`config.mk`:
```
export PLATFORM = sky130hd
export DESIGN_NAME = mtx_hop_sched
export DESIGN_NICKNAME = d
export VERILOG_FILES = /design/src/rtl/mtx_hop_sched.sv
export SDC_FILE = /design/constraint.sdc
export NUM_CORES = 1
export LEC_CHECK = 0
export BUFFER_PORTS_ARGS = -buffer_cell sky130_fd_sc_hd__clkbuf_2
export CAP_MARGIN = 0
export CORE_AREA = 3 3 217 219
export CTS_CLUSTER_DIAMETER = 40
export CTS_CLUSTER_SIZE = 8
export DETAILED_ROUTE_END_ITERATION = 10
export DIE_AREA = 0 0 220 222
export PLACE_DENSITY = 0.67
export SETUP_SLACK_MARGIN = 0.02
export SLEW_MARGIN = 20
export SYNTH_ARGS = -nofsm -noshare
export SYNTH_HDL_FRONTEND = slang
export SYNTH_SLANG_ARGS = --single-unit
```
`constraint.sdc`:
```
create_clock -name clk -period 5 [get_ports clk]
set_input_delay 0.5 -clock clk [delete_from_list [all_inputs] [get_ports clk]]
set_output_delay 0.5 -clock clk [all_outputs]
set_load 0.02 [all_outputs]
```
`src/rtl/mtx_hop_sched.sv`:
```
// Frequency-hop scheduler: streams one phase increment per output sample from a small
// tone table, hops to the next tone at every symbol boundary and counts symbols per frame.
module mtx_hop_sched #(
  parameter int unsigned PHASE_WIDTH = 24,
  parameter int unsigned NSYMB_WIDTH = 16,
  parameter int unsigned DWELL_WIDTH = 16,
  parameter int unsigned ADDR_WIDTH  = 4
) (
  input  logic                   clk,
  input  logic                   reset,
  input  logic                   cfg_wr_en,
  input  logic [ADDR_WIDTH-1:0]  cfg_addr,
  input  logic [PHASE_WIDTH-1:0] cfg_inc,
  input  logic [ADDR_WIDTH:0]    cfg_ntones,
  input  logic [DWELL_WIDTH-1:0] cfg_dwell,
  input  logic [NSYMB_WIDTH-1:0] cfg_nsymb,
  input  logic                   start,
  input  logic                   stop,
  output logic [PHASE_WIDTH-1:0] m_tdata,
  output logic                   m_tvalid,
  output logic                   m_tlast,
  input  logic                   m_tready,
  output logic                   busy,
  output logic [ADDR_WIDTH-1:0]  tone_idx,
  output logic [NSYMB_WIDTH-1:0] symbN,
  output logic                   done,
  output logic                   cfg_err
);

  localparam int unsigned Depth = 1 << ADDR_WIDTH;
  localparam logic [ADDR_WIDTH:0]    NtMax   = (ADDR_WIDTH + 1)'(Depth);
  localparam logic [ADDR_WIDTH:0]    NtOne   = (ADDR_WIDTH + 1)'(1);
  localparam logic [ADDR_WIDTH-1:0]  ToneOne = ADDR_WIDTH'(1);
  localparam logic [DWELL_WIDTH-1:0] DwOne   = DWELL_WIDTH'(1);
  localparam logic [NSYMB_WIDTH-1:0] SymOne  = NSYMB_WIDTH'(1);

  typedef enum logic [1:0] {StIdle, StRun, StStopping} state_e;

  state_e                 state_q, state_d;
  logic [PHASE_WIDTH-1:0] table_q [Depth];
  logic [PHASE_WIDTH-1:0] table_d [Depth];
  logic [ADDR_WIDTH:0]    ntones_q, ntones_d;
  logic [DWELL_WIDTH-1:0] dwell_q, dwell_d;
  logic [NSYMB_WIDTH-1:0] nsymb_q, nsymb_d;
  logic [DWELL_WIDTH-1:0] sample_cnt_q, sample_cnt_d;
  logic [ADDR_WIDTH-1:0]  tone_idx_q, tone_idx_d;
  logic [NSYMB_WIDTH-1:0] symbn_q, symbn_d;
  logic [PHASE_WIDTH-1:0] tdata_q, tdata_d;
  logic                   tvalid_q, tvalid_d;
  logic                   done_q, done_d;
  logic                   cfg_err_q, cfg_err_d;

  logic                  cfg_ok;
  logic                  beat;
  logic                  last;
  logic                  frame_end;
  logic [ADDR_WIDTH-1:0] tone_next;

  assign cfg_ok    = (cfg_ntones != '0) && (cfg_ntones <= NtMax) && (cfg_dwell != '0);
  assign beat      = tvalid_q & m_tready;
  // Gated by valid so an idle block with a stale dwell of 1 never shows TLAST.
  assign last      = tvalid_q && (sample_cnt_q == dwell_q - DwOne);
  // stop only matters in RUN; in STOPPING the boundary ends the frame regardless.
  assign frame_end = beat && last &&
                     ((state_q == StStopping) || stop ||
                      ((nsymb_q != '0) && (symbn_q == nsymb_q - SymOne)));
  assign tone_next = ({1'b0, tone_idx_q} == ntones_q - NtOne) ? '0 : tone_idx_q + ToneOne;

  // State and datapath registers with synchronous reset.
  always_ff @(posedge clk) begin
    if (reset) begin
      state_q      <= StIdle;
      table_q      <= '{default: '0};
      ntones_q     <= '0;
      dwell_q      <= '0;
      nsymb_q      <= '0;
      sample_cnt_q <= '0;
      tone_idx_q   <= '0;
      symbn_q      <= '0;
      tdata_q      <= '0;
      tvalid_q     <= 1'b0;
      done_q       <= 1'b0;
      cfg_err_q    <= 1'b0;
    end else begin
      state_q      <= state_d;
      table_q      <= table_d;
      ntones_q     <= ntones_d;
      dwell_q      <= dwell_d;
      nsymb_q      <= nsymb_d;
      sample_cnt_q <= sample_cnt_d;
      tone_idx_q   <= tone_idx_d;
      symbn_q      <= symbn_d;
      tdata_q      <= tdata_d;
      tvalid_q     <= tvalid_d;
      done_q       <= done_d;
      cfg_err_q    <= cfg_err_d;
    end
  end

  // Next-state logic.
  always_comb begin
    state_d = state_q;
    unique case (state_q)
      StIdle:     if (start && cfg_ok) state_d = StRun;
      StRun:      if (frame_end) state_d = StIdle;
                  else if (stop) state_d = StStopping;
      StStopping: if (frame_end) state_d = StIdle;
      default:    state_d = StIdle;
    endcase
  end

  // Table writes, config latching and the per-beat / per-symbol datapath.
  always_comb begin
    table_d      = table_q;
    ntones_d     = ntones_q;
    dwell_d      = dwell_q;
    nsymb_d      = nsymb_q;
    sample_cnt_d = sample_cnt_q;
    tone_idx_d   = tone_idx_q;
    symbn_d      = symbn_q;
    tdata_d      = tdata_q;
    tvalid_d     = tvalid_q;
    done_d       = 1'b0;
    cfg_err_d    = 1'b0;

    if (cfg_wr_en) table_d[cfg_addr] = cfg_inc;

    if (state_q == StIdle) begin
      if (start) begin
        if (cfg_ok) begin
          ntones_d     = cfg_ntones;
          dwell_d      = cfg_dwell;
          nsymb_d      = cfg_nsymb;
          sample_cnt_d = '0;
          tone_idx_d   = '0;
          symbn_d      = '0;
          tdata_d      = table_q[0];
          tvalid_d     = 1'b1;
        end else begin
          cfg_err_d = 1'b1;
        end
      end
    end else if (beat) begin
      if (last) begin
        sample_cnt_d = '0;
        if (frame_end) begin
          // Final tone and symbol number stay visible until the next start.
          tvalid_d = 1'b0;
          done_d   = 1'b1;
        end else begin
          tone_idx_d = tone_next;
          symbn_d    = symbn_q + SymOne;
          tdata_d    = table_q[tone_next];
        end
      end else begin
        sample_cnt_d = sample_cnt_q + DwOne;
      end
    end
  end

  // Outputs come straight from registers.
  always_comb begin
    m_tdata  = tdata_q;
    m_tvalid = tvalid_q;
    m_tlast  = last;
    busy     = (state_q != StIdle);
    tone_idx = tone_idx_q;
    symbN    = symbn_q;
    done     = done_q;
    cfg_err  = cfg_err_q;
  end

endmodule

```
* Yosys cells after proc, flatten, opt, wreduce, memory -nomap -nowiden
Cells that the tools add are included.
Word-level totals: word-level logic and storage cells 121, memories 0, latch bits 0, memory bits (writable) 0, flip-flop bits (word level) 486, bits of input ports 71, bits in read-only memories 0, output and inout bits 49
Operators by class: shifts and indexed selects 0, multiplexer cells 41, $mul 0, reductions and logical operators 25, div/mod/pow operators 0, $add $sub $neg 6, equality and inequality tests 11, bitwise logic cells 7, magnitude comparators 4
Operator list (number):
- 384-bit bitwise mux | 1
- 24-bit two-way mux | 9
- 16-bit two-way mux | 9
- 24-bit binary-select mux with 4-bit select | 1
- 24-bit demux with 4-bit select | 1
- 16-bit by 1-bit adder with 16-bit output, second input constant | 2
- 16-bit equality test | 2
- 16-bit nonzero test | 2
- 16-bit by 1-bit subtractor with 16-bit output, second input constant | 2
- 4-bit two-way mux | 7
- 5-bit greater-or-equal comparator, second input constant | 2
- 4-bit inverter with 5-bit output | 2
- 5-bit AND reduction | 2
- 3-bit AND reduction | 3
- 1-bit logical AND | 8
- 1-bit two-way mux | 8
- 2-bit two-way mux | 4
- 2-bit inequality test, second input constant | 4
- 2-bit nonzero test | 4
- 2-bit one-hot mux with 3 select lines | 1
- 4-bit by 5-bit equality test with 1-bit output | 1
- 5-bit less-or-equal comparator, second input constant | 1
- 5-bit by 1-bit less-than comparator with 1-bit output, second input constant | 1
- 5-bit nonzero test | 1
- other kinds (12) | 16

* Depth between registers and ports, before layout
Gate-level depths: netlist of the first run.
depth in word-level cells 11, gate-level depth with buffers 12, gate-level depth less buffers 10

* Worst setup path before layout of the first run
No wires, ideal clock.
kind register to register, from register nsymb_q[0], to register state_q[0], buffers on the path 2, slack 1.774 ns, data required time 4.869 ns, stages on the path, launching flop included 13, library setup time 0.131 ns, period minus slack after synthesis 3.226 ns, data arrival time 3.095 ns, cells stage by stage dfxtp_1 clkbuf_1 inv_1 ha_1 or4b_2 nor4_1 xnor2_1 nand4_1 a211o_1 o21ai_1 clkbuf_1 nor3b_1 o22ai_1
On the way: longest elaborated chain between the ends 7, elaborated cells between the ends (all ways) 11, classes of those cells add/sub (1); eq/ne (3); mux (2); reduce/logical (5)
RTL lines:
- start, declared | line 44 | logic [NSYMB_WIDTH-1:0] nsymb_q, nsymb_d;
- start signal, assigned | line 89 | nsymb_q <= nsymb_d;
- 16-bit by 1-bit subtractor with 16-bit output | line 66 | ((nsymb_q != '0) && (symbn_q == nsymb_q - SymOne)));
- 16-bit equality test | line 66
- 1-bit logical AND (*) | line 66
- 1-bit logical OR (*) | line 65 | ((state_q == StStopping) || stop ||
- 1-bit logical AND (*) | line 64 | assign frame_end = beat && last &&
- 3-bit inequality test (no source line) (tied with other cells)
- 3-bit AND reduction (no source line) or 2-bit one-hot mux with 3 select lines (tied branches)
- end signal, assigned | line 72 | state_q <= StIdle;
- end signal, assigned | line 85 | state_q <= state_d;
- end, declared | line 39 | state_e state_q, state_d;
Every way passes the cells marked *; elsewhere a longest branch is shown, timed or not. A chain may end at the register's enable or synchronous reset.

* Final worst setup path of the first run
from register ntones_q[0], to register tdata_q[22], in the netlist m_tdata[22]
On the way: longest elaborated chain between the ends 11
RTL lines:
- start, declared | line 42 | logic [ADDR_WIDTH:0] ntones_q, ntones_d;
- start signal, assigned | line 87 | ntones_q <= ntones_d;
- 5-bit by 1-bit subtractor with 5-bit output | line 67 | assign tone_next = ({1'b0, tone_idx_q} == ntones_q - NtOne) ? '0 : tone_idx_q + ToneOne;
- 4-bit by 5-bit equality test with 1-bit output | line 67
- 4-bit two-way mux | line 67
- 4-bit inverter with 5-bit output (not written as such) | line 153 | tdata_d = table_q[tone_next];
- 24-bit binary-select mux with 4-bit select | line 153
- 24-bit two-way mux (not written as such) (2 in a row) | line 153
- 24-bit two-way mux | line 146 | if (frame_end) begin
- 24-bit two-way mux | line 144 | if (last) begin
- 24-bit two-way mux | line 143 | end else if (beat) begin
- 24-bit two-way mux | line 128 | if (state_q == StIdle) begin
- end signal, assigned | line 93 | tdata_q <= tdata_d;
- end, declared | line 48 | logic [PHASE_WIDTH-1:0] tdata_q, tdata_d;
No other way between the ends. The select of a mux whose other input is x is not followed.

==> results of run 1 <==
-- sequential cells by signal, summed over array words and instances (netlist names) --
register      count
cfg_err           1
done              1
dwell_q          16
m_tdata          24
m_tvalid          1
nsymb_q          16
ntones_q          5
sample_cnt_q     16
state_q           2
symbN            16
table_q         384
tone_idx          4
-- metrics by stage --
step	power, uW	util, %	std cells	hold slack, ps	setup slack (ps)
detailed placement	4940	51.7	3424	445	1270
finish	10100	57.2	3547	123	1120
CTS	10100	57.2	3546	98.6	1140
global placement	4920	51.7	3424	438	1400
floorplan	4690	-	2915	433	1770
global route	10400	57.2	3546	118	912
-- area by class of cell --
| type | instances | area [um^2] |
|---|---|---|
| sequential | 486 | 9730 |
| fill | 4051 | 19400 |
| multi-input combinational | 2150 | 11900 |
| clock inverter | 21 | 275 |
| tap | 600 | 751 |
| clock buffer | 101 | 2200 |
| timing repair buffer | 167 | 978 |
| antenna | 1 | 2.50 |
| inverter | 21 | 78.8 |
-- kinds of logic after synthesis --
kind of cell	after synthesis
fa+ha+maj	6
xor+xnor	63
buf+inv	279
mux	118
compound gates	739
simple gates	1224
flops	486
-- cell usage in the layout, fill, tap and decap left out, drive strengths merged, types with 26 or more instances in the layout --
cell,count
nand2,962
a21oi,522
dfxtp,486
clkbuf,219
mux2i,89
nor2,85
buf,49
nor3,42
nand3,37
xnor2,35
xor2,28
a211o,26
-- routing by layer --
| metal | up-vias | GRT usage [%] |
|---|---|---|
| met5 | - | 0 |
| met4 | 4 | 11.9 |
| met3 | 199 | 6.24 |
| met2 | 992 | 45.9 |
| met1 | 10100 | 37.4 |
| li1 | 9977 | - |
-- worst max-delay path: stages, from the launching register on --
cell and delay, ps:
dfxtp_1 440, inv_1 70, ha_1 260, xor2_1 170
xnor2_1 150, and3_1 200, buf_4 230, a21oi_1 690
nand2_1 820, o22ai_1 340, a211o_1 130, a2bb2o_2 250
-- power by group --
group | switching (uW) | leakage [uW] | internal, uW
Sequential | 69.2 | 0.00393 | 3950
Combinational | 564 | 0.00371 | 302
Clock | 1820 | 0.00122 | 3370
-- final timing paths --
check | startpoint | endpoint | slack (ps)
setup reg to reg | ntones_q[0]$_SDFFE_PP0P_ | m_tdata[22]$_SDFFE_PP0P_ | 1120
hold / removal | cfg_nsymb[13] | nsymb_q[13]$_SDFFE_PP0P_ | 120
hold reg to reg | table_q[260]$_SDFFE_PP0P_ | table_q[260]$_SDFFE_PP0P_ | 450
setup / recovery | ntones_q[0]$_SDFFE_PP0P_ | m_tdata[22]$_SDFFE_PP0P_ | 1120
==> impl_results.md, run 1 <==
* Port Buf Inserts at between 100 and 150
* Layout area overhead at 14.7%
* Top post-synthesis cells by count: 961 x nand2_1, 522 x a21oi_1, 486 x dfxtp_1
* Max_cap viols at 0
* Setup bufs post-CTS at 0
* Area contributors post-synth: dfxtp_1 43%, nand2_1 16%, a21oi_1 12%, mux2i_1 3.9%, clkbuf_1 3.8%
* Die height at around 220 um
* Status: completed
* ANT nets after route at 0
* TNS Setup at 0 ps
* DRT Pass-1 Iters at 6
* FFs w/ async S/R, synth at 0%
* Worst Skew at about 23 ps
* Layout cells sized above 1 at 13.5%
* Num Clock Sinks at 486
* Yosys warns at 0
* Cell Area, Placed at around 23000 um^2
* Leading area contributor after synthesis: dfxtp_1
* Final hold vios at 0
* Least-Margin Pin Slew at 1140 ps
* Post-synthesis simple-gate area fraction at 22.4%
* Min Clock Period, post-route at 3880 ps
* CTS tree: yes
* Crit path capture type: flop
* Clock Root Buffer: clkbuf_16
* Peak supply drop at 0.259 mV
* Worst-skew pair later-pin latency at 610 ps
* Wire length per cell at about 20 um
* Compound-Gate Fraction of Synth Area at 20.4%
* Most common cell in the netlist: nand2_1
* Max frequency at 0.258 GHz
* CTS H-tree depth at 3
* Post-synthesis adder-cell area fraction at 0.332%
* Register area share after synthesis at 43.1%
* Unrepaired setup endpoints after global routing: no
* Pwr Density at around 400 nW/um^2
* Max Root-Sink Buffers at 3
* Largest family of logic cells by synthesized area: simple AND/OR/NAND/NOR gates
* Most common flop cell mapped by yosys: dfxtp_1
* IO Pins at 120
* CP Data Arrival Time at between 4000 and 5000 ps
* Worst Path Required at 5500 ps
* DRC at 0
* DRT iter0 DRCs at ~2300
* Clock buffer count from CTS at 81
* Met3 wire len at 6.49 mm
* Hold Path Cell Cnt at 3
* RePlAce Congestion at 0.945
* Reg2reg path depth at 11
* Vias at 21200
* Leakage Power at around 0.0089 uW
* Met2 WL post-DR at 33.3 mm
* EDFF count, synth at 0
* Cell variety after synth at roughly 80
* Hold Path Class: in -> reg
* Hold_buf cts at 0
* Final max-slew violation count at 0
* Largest net degree at the start of global routing at 212
* GRT Util Overall at 28.7%
* # rows at 78
* Final Instance Area at 25900 um^2
* Synth Register Bits at 486
* Routed WL at slightly above 70 mm
* M1 wire length at between 20 and 30 mm
* Cell Area, Synth at 22600 um^2
* Core ar. at 45300 um^2
* Vias per cell at 5.99
* Kind of start point of the critical path: flop
* Initial Util at 49.9%
* Synth Area per Inst at 7.75 um^2
* Uppermost layer routed: met5
* Final #Nets at 2984
* Die width at between 200 and 250 um
* First-pass GRT wire length at 111 mm
* Peak fanout along the critical path at 25
* Initial antenna violation count at 2
* Setup Crit Path Kind: reg -> reg
* Vias in the first global route at 20300
* Die ar. at 48800 um^2
* Slew HR at 23.9%
* Dpl hpwl at 44.8 mm
* Tcrit/Tclk final at approximately 78%
* GRT Residual Overflow at 0
* Cts repair resizes at 0
* Clock transition at path regs at 50 ps
* Net Count, Synth at 2992
* Synth Instances at 2915
* Xor/xnor share of the synthesized area at approximately 2.4%
* Multiplexer area fraction after synthesis at around 6.6%
* Synth top area share at 43.1%
* Setup violations, final at 0
No activity file was read; power rests on OpenSTA's default activity.
==> run 2, diff against run 1 <==
PLACE_DENSITY = 0.69   (was 0.67)
clock period = 3.2 ns   (was 5 ns; I/O delays follow)
==> impl_results.md, run 2 (synthesis gave the netlist of run 1 again) <==
* GRT Residual Overflow at 0
* Largest net degree at the start of global routing at 218
* Unrepaired setup endpoints after global routing: yes
* Peak fanout along the critical path at 5
* Crit path capture type: primary output
* Most common cell after layout, fill and taps aside: nand2_1
* Die height at 222 um
* DRT Pass-1 Iters at 8
* Fin Hold WS at 17.0 ps
* Pwr Density at 582 nW/um^2
* Min Clock Period, post-route at 3520 ps
* Critical path origin: dwell_q[1]$_SDFFE_PP0P_
* Clock Root Buffer: clkbuf_16
* Peak supply drop at roughly 0.38 mV
* Wire length per cell at between 20 and 25 um
* Hold Path Class: in -> reg
* Place WS at -63.6 ps
* Routed WL at 73.7 mm
* Num Clock Sinks at 486
* Kind of start point of the critical path: flop
* IO Pins at 120
* Max Root-Sink Buffers at 3
* Initial antenna violation count at 5
* CTS H-tree depth at 3
* DRT iter0 DRCs at between 2000 and 2500
* Failing checks: setup timing
* Dpl hpwl at 44.7 mm
* Vias in the first global route at 20600
* GRT Util Overall at 28.9%
* TNS Setup at -1080 ps
* Dpl cells at ~3500
* Least-Margin Pin Slew at 1140 ps
* Slew HR at between 20% and 30%
* Vias at about 22000
* Final WS setup at -317 ps
* Worst Skew at about 13 ps
* Max_cap viols at 0
* Vias per cell at 5.99
* Largest register FFs at 384
* Port Buf Inserts at between 100 and 150
* CP Data Arrival Time at 3200 ps
* RePlAce Congestion at 0.898
* Status: complete, but fails checks
* Leakage Power at 0.00936 uW
* Commonest cells after routing, fill and taps aside: 961 x nand2_1, 516 x a21oi_1, 483 x dfxtp_1, 117 x clkbuf_2, 89 x mux2i_1
* DRC at 0
* Layout area overhead at 19.9%
* First-pass GRT wire length at 113 mm
* CTS tree: yes
* Setup Crit Path Kind: reg -> out
* Die width at 220 um
* Worst-skew pair later-pin latency at 600 ps
* Max frequency at 0.284 GHz
* Core ar. at 45300 um^2
* Clock transition at path regs at around 50 ps
* Fill count at 3913
* Setup violations, final at 25
* HP Start: cfg_dwell[1]
* Non-Filler Instances at about 3600
* # rows at 78
* Final hold vios at 0
* Initial Util at 49.9%
* Worst Path Required at approximately 2900 ps
* Clock buffer count from CTS at 80
* Tcrit/Tclk final at 110%
* Die ar. at 48800 um^2
* RR Startpoint: dwell_q[1]$_SDFFE_PP0P_
* Layout cells sized above 1 at 15.4%
* Tot Pwr at 15800 uW
* Reg with most FFs: table_q
* Final max-slew violation count at 0
* Final #Nets at 3059
* ANT nets after route at 0
## run 2: critical path, cell delays in order (launching register included)
cell and delay, ps:
dfxtp_2 330, inv_2 60, ha_4 120, or4b_4 500, nor4_4 230, xnor2_1 90, or4_4 430, nor4_4 330
buf_4 170, and3b_2 210, buf_8 120
## run 2: what timing repair did
item | CTS | global route
gates cloned | 2 | 1
endpoints found under the setup margin | 37 | 63
hold buffers | 29 | 0
hold endpoints to repair | 29 | 0
setup buffers | 4 | 6
resized for setup | 23 | 57
pin swaps | 10 | 24
## run 2: routing by layer
layer	wire length, um	track usage, %
met5	51	0
met4	2310	11.1
met3	6650	6.55
met2	35000	47.6
met1	29700	36.9
## run 2: where the power goes
| group | internal (uW) | switching [uW] | total, uW |
|---|---|---|---|
| Sequential | 6180 | 93.0 | 6270 |
| Clock | 5150 | 2800 | 7950 |
| Combinational | 590 | 971 | 1560 |
| Total | 11900 | 3860 | 15800 |
## run 2: final cells by class
class                      count  area (um^2)  share of cell area [%]
tap                          600          751                    2.77
sequential                   486         9740                    35.9
clock inverter                15          234                   0.863
inverter                      21         78.8                   0.291
clock buffer                  98         2160                    7.97
timing repair buffer         243         1840                    6.80
antenna                        2         5.00                  0.0185
multi-input combinational   2150        12300                    45.4
## run 2: path summary, 6_finish.rpt
kind | to | slack (ps) | cells after the start
max reg2reg | m_tdata[15]$_SDFFE_PP0P_ | -60 | 14
min | dwell_q[1]$_SDFFE_PP0P_ | 20 | 3
min reg2reg | table_q[260]$_SDFFE_PP0P_ | 450 | 2
max | m_tlast | -320 | 10
## run 2: per-stage QoR
stage | util, % | area, um^2
after floorplan | - | 22600
after global placement | 52.6 | 23800
after detailed placement | 52.6 | 23800
after CTS | 59.0 | 26700
after global routing | 59.8 | 27100
final | 59.9 | 27100
